File: src/rtl/spectrum_frame_buffer.sv
// Parses sync-prefixed spectrum frames from the receive FIFO into a double-buffered
// bin store with per-bin peak hold, read combinationally by the VGA side.
module spectrum_frame_buffer #(
  parameter int unsigned NUM_BINS          = 32,
  parameter int unsigned BIN_IDX_W         = 6,
  parameter logic [7:0]  SYNC_BYTE         = 8'hFF,
  parameter int unsigned PEAK_DECAY_FRAMES = 4
) (
  input  logic                 cclk,
  input  logic                 reset,
  input  logic [7:0]           rx_data,
  input  logic                 rx_valid,
  output logic                 rx_ready,
  input  logic [BIN_IDX_W-1:0] rd_bin,
  output logic [7:0]           rd_level,
  output logic [7:0]           rd_peak,
  output logic                 frame_done,
  output logic [15:0]          frame_count,
  output logic [7:0]           err_count
);

  localparam int unsigned          DEPTH      = 1 << BIN_IDX_W;
  localparam logic [BIN_IDX_W-1:0] LAST_IDX   = BIN_IDX_W'(NUM_BINS - 1);
  localparam logic [7:0]           DECAY_LAST = 8'(PEAK_DECAY_FRAMES - 1);

  typedef enum logic [1:0] {HUNT, COLLECT, SWAP} state_t;

  state_t               state, state_next;
  logic [BIN_IDX_W-1:0] idx;
  logic [7:0]           decay_cnt;
  logic [7:0]           back  [DEPTH];
  logic [7:0]           front [DEPTH];
  logic [7:0]           peak  [DEPTH];
  logic [7:0]           peak_next [DEPTH];
  logic                 accept, is_sync, decay_now;
  logic                 start, resync, load_en, swap_en, ready_next;

  assign accept    = rx_valid & rx_ready;
  assign is_sync   = (rx_data == SYNC_BYTE);
  assign decay_now = (decay_cnt == DECAY_LAST);

  always_ff @(posedge cclk or negedge reset) begin
    if (!reset) state <= HUNT;
    else        state <= state_next;
  end

  always_comb begin
    state_next = state;
    case (state)
      HUNT:    if (accept && is_sync) state_next = COLLECT;
      COLLECT: if (accept && !is_sync && idx == LAST_IDX) state_next = SWAP;
      SWAP:    state_next = HUNT;
      default: state_next = HUNT;
    endcase
  end

  // Per-state datapath controls
  always_comb begin
    start   = 1'b0;
    resync  = 1'b0;
    load_en = 1'b0;
    swap_en = 1'b0;
    case (state)
      HUNT:    start = accept && is_sync;
      COLLECT: begin
        resync  = accept && is_sync;
        load_en = accept && !is_sync;
      end
      SWAP:    swap_en = 1'b1;
      default: ;
    endcase
    ready_next = (state_next != SWAP);
  end

  // Candidate peak: optionally decayed old peak versus the incoming frame
  always_comb begin
    for (int i = 0; i < DEPTH; i++) begin
      logic [7:0] p;
      p = (decay_now && peak[i] != 8'd0) ? peak[i] - 8'd1 : peak[i];
      peak_next[i] = (back[i] > p) ? back[i] : p;
    end
  end

  always_ff @(posedge cclk or negedge reset) begin
    if (!reset) begin
      idx <= '0;
      for (int i = 0; i < DEPTH; i++) back[i] <= 8'd0;
    end else begin
      if (start || resync) idx <= '0;
      else if (load_en && idx != LAST_IDX) idx <= idx + BIN_IDX_W'(1);
      if (load_en) back[idx] <= rx_data;
    end
  end

  always_ff @(posedge cclk or negedge reset) begin
    if (!reset) begin
      for (int i = 0; i < DEPTH; i++) begin
        front[i] <= 8'd0;
        peak[i]  <= 8'd0;
      end
      decay_cnt   <= 8'd0;
      frame_count <= 16'd0;
      err_count   <= 8'd0;
      frame_done  <= 1'b0;
      rx_ready    <= 1'b0;
    end else begin
      rx_ready   <= ready_next;
      frame_done <= swap_en;
      if (resync && err_count != 8'hFF) err_count <= err_count + 8'd1;
      if (swap_en) begin
        for (int i = 0; i < DEPTH; i++) begin
          front[i] <= back[i];
          peak[i]  <= peak_next[i];
        end
        decay_cnt   <= decay_now ? 8'd0 : decay_cnt + 8'd1;
        frame_count <= frame_count + 16'd1;
      end
    end
  end

  // Out-of-range bins read as zero
  always_comb begin
    rd_level = 8'd0;
    rd_peak  = 8'd0;
    if (32'(rd_bin) < NUM_BINS) begin
      rd_level = front[rd_bin];
      rd_peak  = peak[rd_bin];
    end
  end

endmodule
File: config.mk
export PLATFORM = sky130hd
export DESIGN_NAME = spectrum_frame_buffer
export DESIGN_NICKNAME = d
export VERILOG_FILES = /design/src/rtl/spectrum_frame_buffer.sv
export SDC_FILE = /design/constraint.sdc
export NUM_CORES = 2
export LEC_CHECK = 0
export BUFFER_PORTS_ARGS = -buffer_cell sky130_fd_sc_hd__buf_2
export CAP_MARGIN = 25
export CELL_PAD_IN_SITES_DETAIL_PLACEMENT = 0
export CELL_PAD_IN_SITES_GLOBAL_PLACEMENT = 1
export CORE_ASPECT_RATIO = 0.8
export CORE_MARGIN = 5
export CORE_UTILIZATION = 40
export DETAILED_ROUTE_END_ITERATION = 8
export PLACE_DENSITY = 0.8
export SYNTH_ARGS = -nofsm -noshare
export SYNTH_HDL_FRONTEND = slang
export SYNTH_SLANG_ARGS = --single-unit
File: constraint.sdc
create_clock -name cclk -period 4.1 [get_ports cclk]
set_clock_uncertainty 0.15 [all_clocks]
set_input_delay 0 -clock cclk [delete_from_list [all_inputs] [get_ports cclk]]
set_output_delay 0 -clock cclk [all_outputs]
set_load 0.02 [all_outputs]
==> impl_metrics.yaml <==
critical_path:
  arrival_ns: 4.49
  startpoint_type: "register"
  cp-end-kind: "register"
  critPathMaxFanout: 15
  required_ns: 4.51
  criticalPathCategory: "register to register"
timing:
  fin_crit_ns: 4.084
  worst_slew_margin_rel: 0.2854
  maxSlewViolCount: 0
  hold_viol_final: 0
  post-route-period-util: 0.9961
  finalSetupViolCount: 0
  tightest_slew_ns: 1.072
  max_freq_ghz: 0.2449
  whs_ns: 0.07582
power_and_ir_drop:
  p_int_mw: 13.93
  leakagePower_nw: 26.98
  vdd_ir_drop_max_v: 0.0002951
  p_sw_mw: 4.732
  p_seq_frac: 0.441
  power_density_nw_per_um2: 323.4
  switching_share: 0.2536
  p_comb_frac: 0.093
  power_frac_clock: 0.466
floorplanning:
  start_util: 0.4033
  die_x_um: 407.3
  ioPinCount: 59
  core_um2: 125300
  rows: 116
  dieArea_um2: 133500
  die_y_um: 327.8
routing:
  m1WireLength_um: 74530
  drc: 0
  wl_met2_um: 67260
  wl_per_cell_um: 22.73
  drt_pass1_iterations: 6
  drtIter0Drc: 4558
  dr_wl_met3_um: 15880
  top_layer: "met4"
  vias: 42070
  final_antenna_net_count: 0
  drt_wl_total_um: 162100
  viasPerCell: 5.899
global_route:
  grt_max_degree: 173
  grt_first_pass_wirelength_um: 245800
  first_global_vias: 39530
  grt_use_total: 0.2349
  antenna_found_initial: 6
  overflow: 0
placed_design:
  globalplace.congestion: 0.9331
  placed_area_um2: 53830
  port_buffers: 58
  hpwl_um: 110100
clocking:
  cts_max_level: 3
  root_buffer: "clkbuf_16"
  cts_buffer_depth: 3
  numClockSinks: 810
  cts_buffers: 89
  cts_tree: "built"
  clk_latency_ns: 0.69
  path_clk_slew_ns: 0.07
synthesis:
  ys_ff_latch: 810
  synth-edff-count: 0
  syn_avg_cell_area_um2: 9.532
  synth_warnings: 0
  synthArstFlopShare: 1.000
  syn_area_um2: 50510
  ys_types: 76
  syn-instance-count: 5299
  synth-main-ff-cell: "dfrtp_1"
  syn-num-nets: 5640
  yosysSeqAreaShare: 0.4013
final_layout:
  stdcell_area_um2: 57690
  drive_gt1_frac: 0.1769
  nFillCells: 11670
  area_growth_pct: 14.22
  post-route-util: 0.4606
  fin_nets: 5750
job:
  cap_violations: 0
min_path:
  hold_path_class: "primary input to register"
status:
  status: "finished clean"
==> path summary, 6_finish.rpt <==
path                               from          to  slack, ns  cells after the start
setup / recovery           decay_cnt[7]   peak[278]       0.02                     15
hold / removal               rx_data[2]   back[330]       0.08                      3
setup reg to reg           decay_cnt[7]   peak[278]       0.02                     15
hold reg to reg              front[385]  front[385]       0.32                      2
max in group asynchronous         reset   peak[360]       2.71                      4
min in group asynchronous         reset   back[496]       0.52                      4
==> cells in the mapped netlist (all sizes together), types with 43 or more instances <==
library cell  count  area [um^2]
nand2           960         3606
dfrtp           810        20270
ha              324         4054
a21oi           311         1556
nor2            294         1111
mux2            258         2905
clkbuf          257        964.7
o21ai           190        950.9
nand3           181        905.9
inv             170        638.1
mux4            144         3243
nor3            143        715.7
xnor2           139         1217
or3              72        450.4
xor2             66        578.1
mux2i            60        600.6
o211ai           60        455.4
nand4            54        337.8
buf              53        221.5
nor2b            49        306.5
a31oi            47        294.0
and3             44        275.3
nand2b           43        269.0
==> cells in the final DEF (no fill, tap or decap), types with 20 or more instances in the layout <==
cell type / Yosys / routed
buf_12: 0 / 28
clkbuf_16: 0 / 94
a2bb2oi_1: 34 / 33
inv_1: 169 / 169
buf_4: 1 / 220
nor2_1: 293 / 286
nand4_1: 54 / 54
a21o_1: 37 / 36
and2_1: 37 / 37
a31oi_1: 47 / 47
or4_1: 29 / 25
mux2_2: 258 / 258
or3_1: 72 / 71
mux4_2: 144 / 144
nor2b_1: 49 / 48
a221o_1: 25 / 25
nand2b_1: 43 / 42
a211o_1: 28 / 28
o21a_1: 20 / 20
xnor2_1: 139 / 139
mux2i_1: 60 / 60
dfrtp_1: 810 / 810
o21ai_1: 20 / 20
and4_1: 22 / 21
xor2_1: 66 / 66
nor3_1: 143 / 135
nand2_1: 959 / 957
nand3_1: 181 / 174
o22a_1: 37 / 37
nor4_1: 34 / 31
o21ai_0: 170 / 168
ha_1: 324 / 324
o22ai_1: 30 / 29
a21oi_1: 311 / 308
buf_2: 15 / 56
and3_1: 44 / 43
o211ai_1: 59 / 59
==> worst max-delay path: stages, from the launching register on <==
cell and delay (ns):
dfrtp_1 0.41, buf_4 0.16, nor4_4 0.32, buf_4 0.20, buf_8 0.22, o2111ai_1 0.17
or4b_1 0.61, xor2_1 0.19, ha_1 0.30, and4_1 0.24, a21boi_0 0.24, a22oi_2 0.11
buf_4 0.19, nor4b_1 0.14, a31oi_1 0.19, o211ai_1 0.11
==> state kept, by name, indices dropped and copies added (netlist names) <==
| signal | flops |
|---|---|
| back | 256 |
| front | 256 |
| peak | 256 |
| frame_count | 16 |
| decay_cnt | 8 |
| err_count | 8 |
| idx | 6 |
| state | 2 |
| frame_done | 1 |
| rx_ready | 1 |
==> timing repair <==
action,CTS,global route
hold buffers,8,0
hold endpoints to repair,827,0
gates resized for setup,7,97
gates cloned,0,8
buffers inserted,0,19
pin swaps,0,9
setup endpoints to repair,8,196
==> cells by family after synthesis <==
logic type | Yosys count | synth area share
XOR/XNOR | 205 | 0.03555
adder cells (fa/ha/maj) | 324 | 0.08026
AND/OR/NAND/NOR | 2063 | 0.1917
AO/OA/AOI/OAI | 955 | 0.1215
multiplexers | 462 | 0.1336
buffers and inverters | 480 | 0.03612
flip-flops | 810 | 0.4013
==> power groups by stage <==
stage / Clock, mW / Combinational (mW) / Sequential (mW)
2_1_floorplan: 0 / 1.01 / 8.31
3_3_place_gp: 0 / 1.60 / 8.37
5_1_grt: 9.14 / 1.90 / 8.24
6_report: 8.69 / 1.74 / 8.23
3_5_place_dp: 0 / 1.63 / 8.37
4_1_cts: 8.81 / 1.65 / 8.23
==> cell type report <==
type                    instances  area [um^2]  area share
inverters                     170        645.6     0.01119
flip-flops and latches        810        20270      0.3513
clock buffers                 125         2638     0.04572
well taps                    1652         2067     0.03583
repair buffers                327         2784     0.04826
diodes                          2        5.005  0.00008675
multi-input cells            4011        28810      0.4994
clock inverters                34        469.2    0.008133
==> per-layer routing <==
metal  up-vias  track usage
met1     21010       0.3551
met4         0      0.05788
met5         -            0
li1      19270            -
met2      1563       0.3350
met3       230      0.05930
==> stage by stage <==
stage          setup TNS, ns  power, mW  cells  setup WS [ns]
5_1_grt               -1.113      19.29   7130       -0.08844
4_1_cts             -0.07367      18.69   7102       -0.03247
3_5_place_dp               0      10.01   6935       0.008453
2_1_floorplan       -0.01924      9.321   5299       -0.01171
3_3_place_gp               0      9.969   6935        0.05762
6_report                   0      18.66   7131        0.01609
No activity file was read; power rests on OpenSTA's default activity.
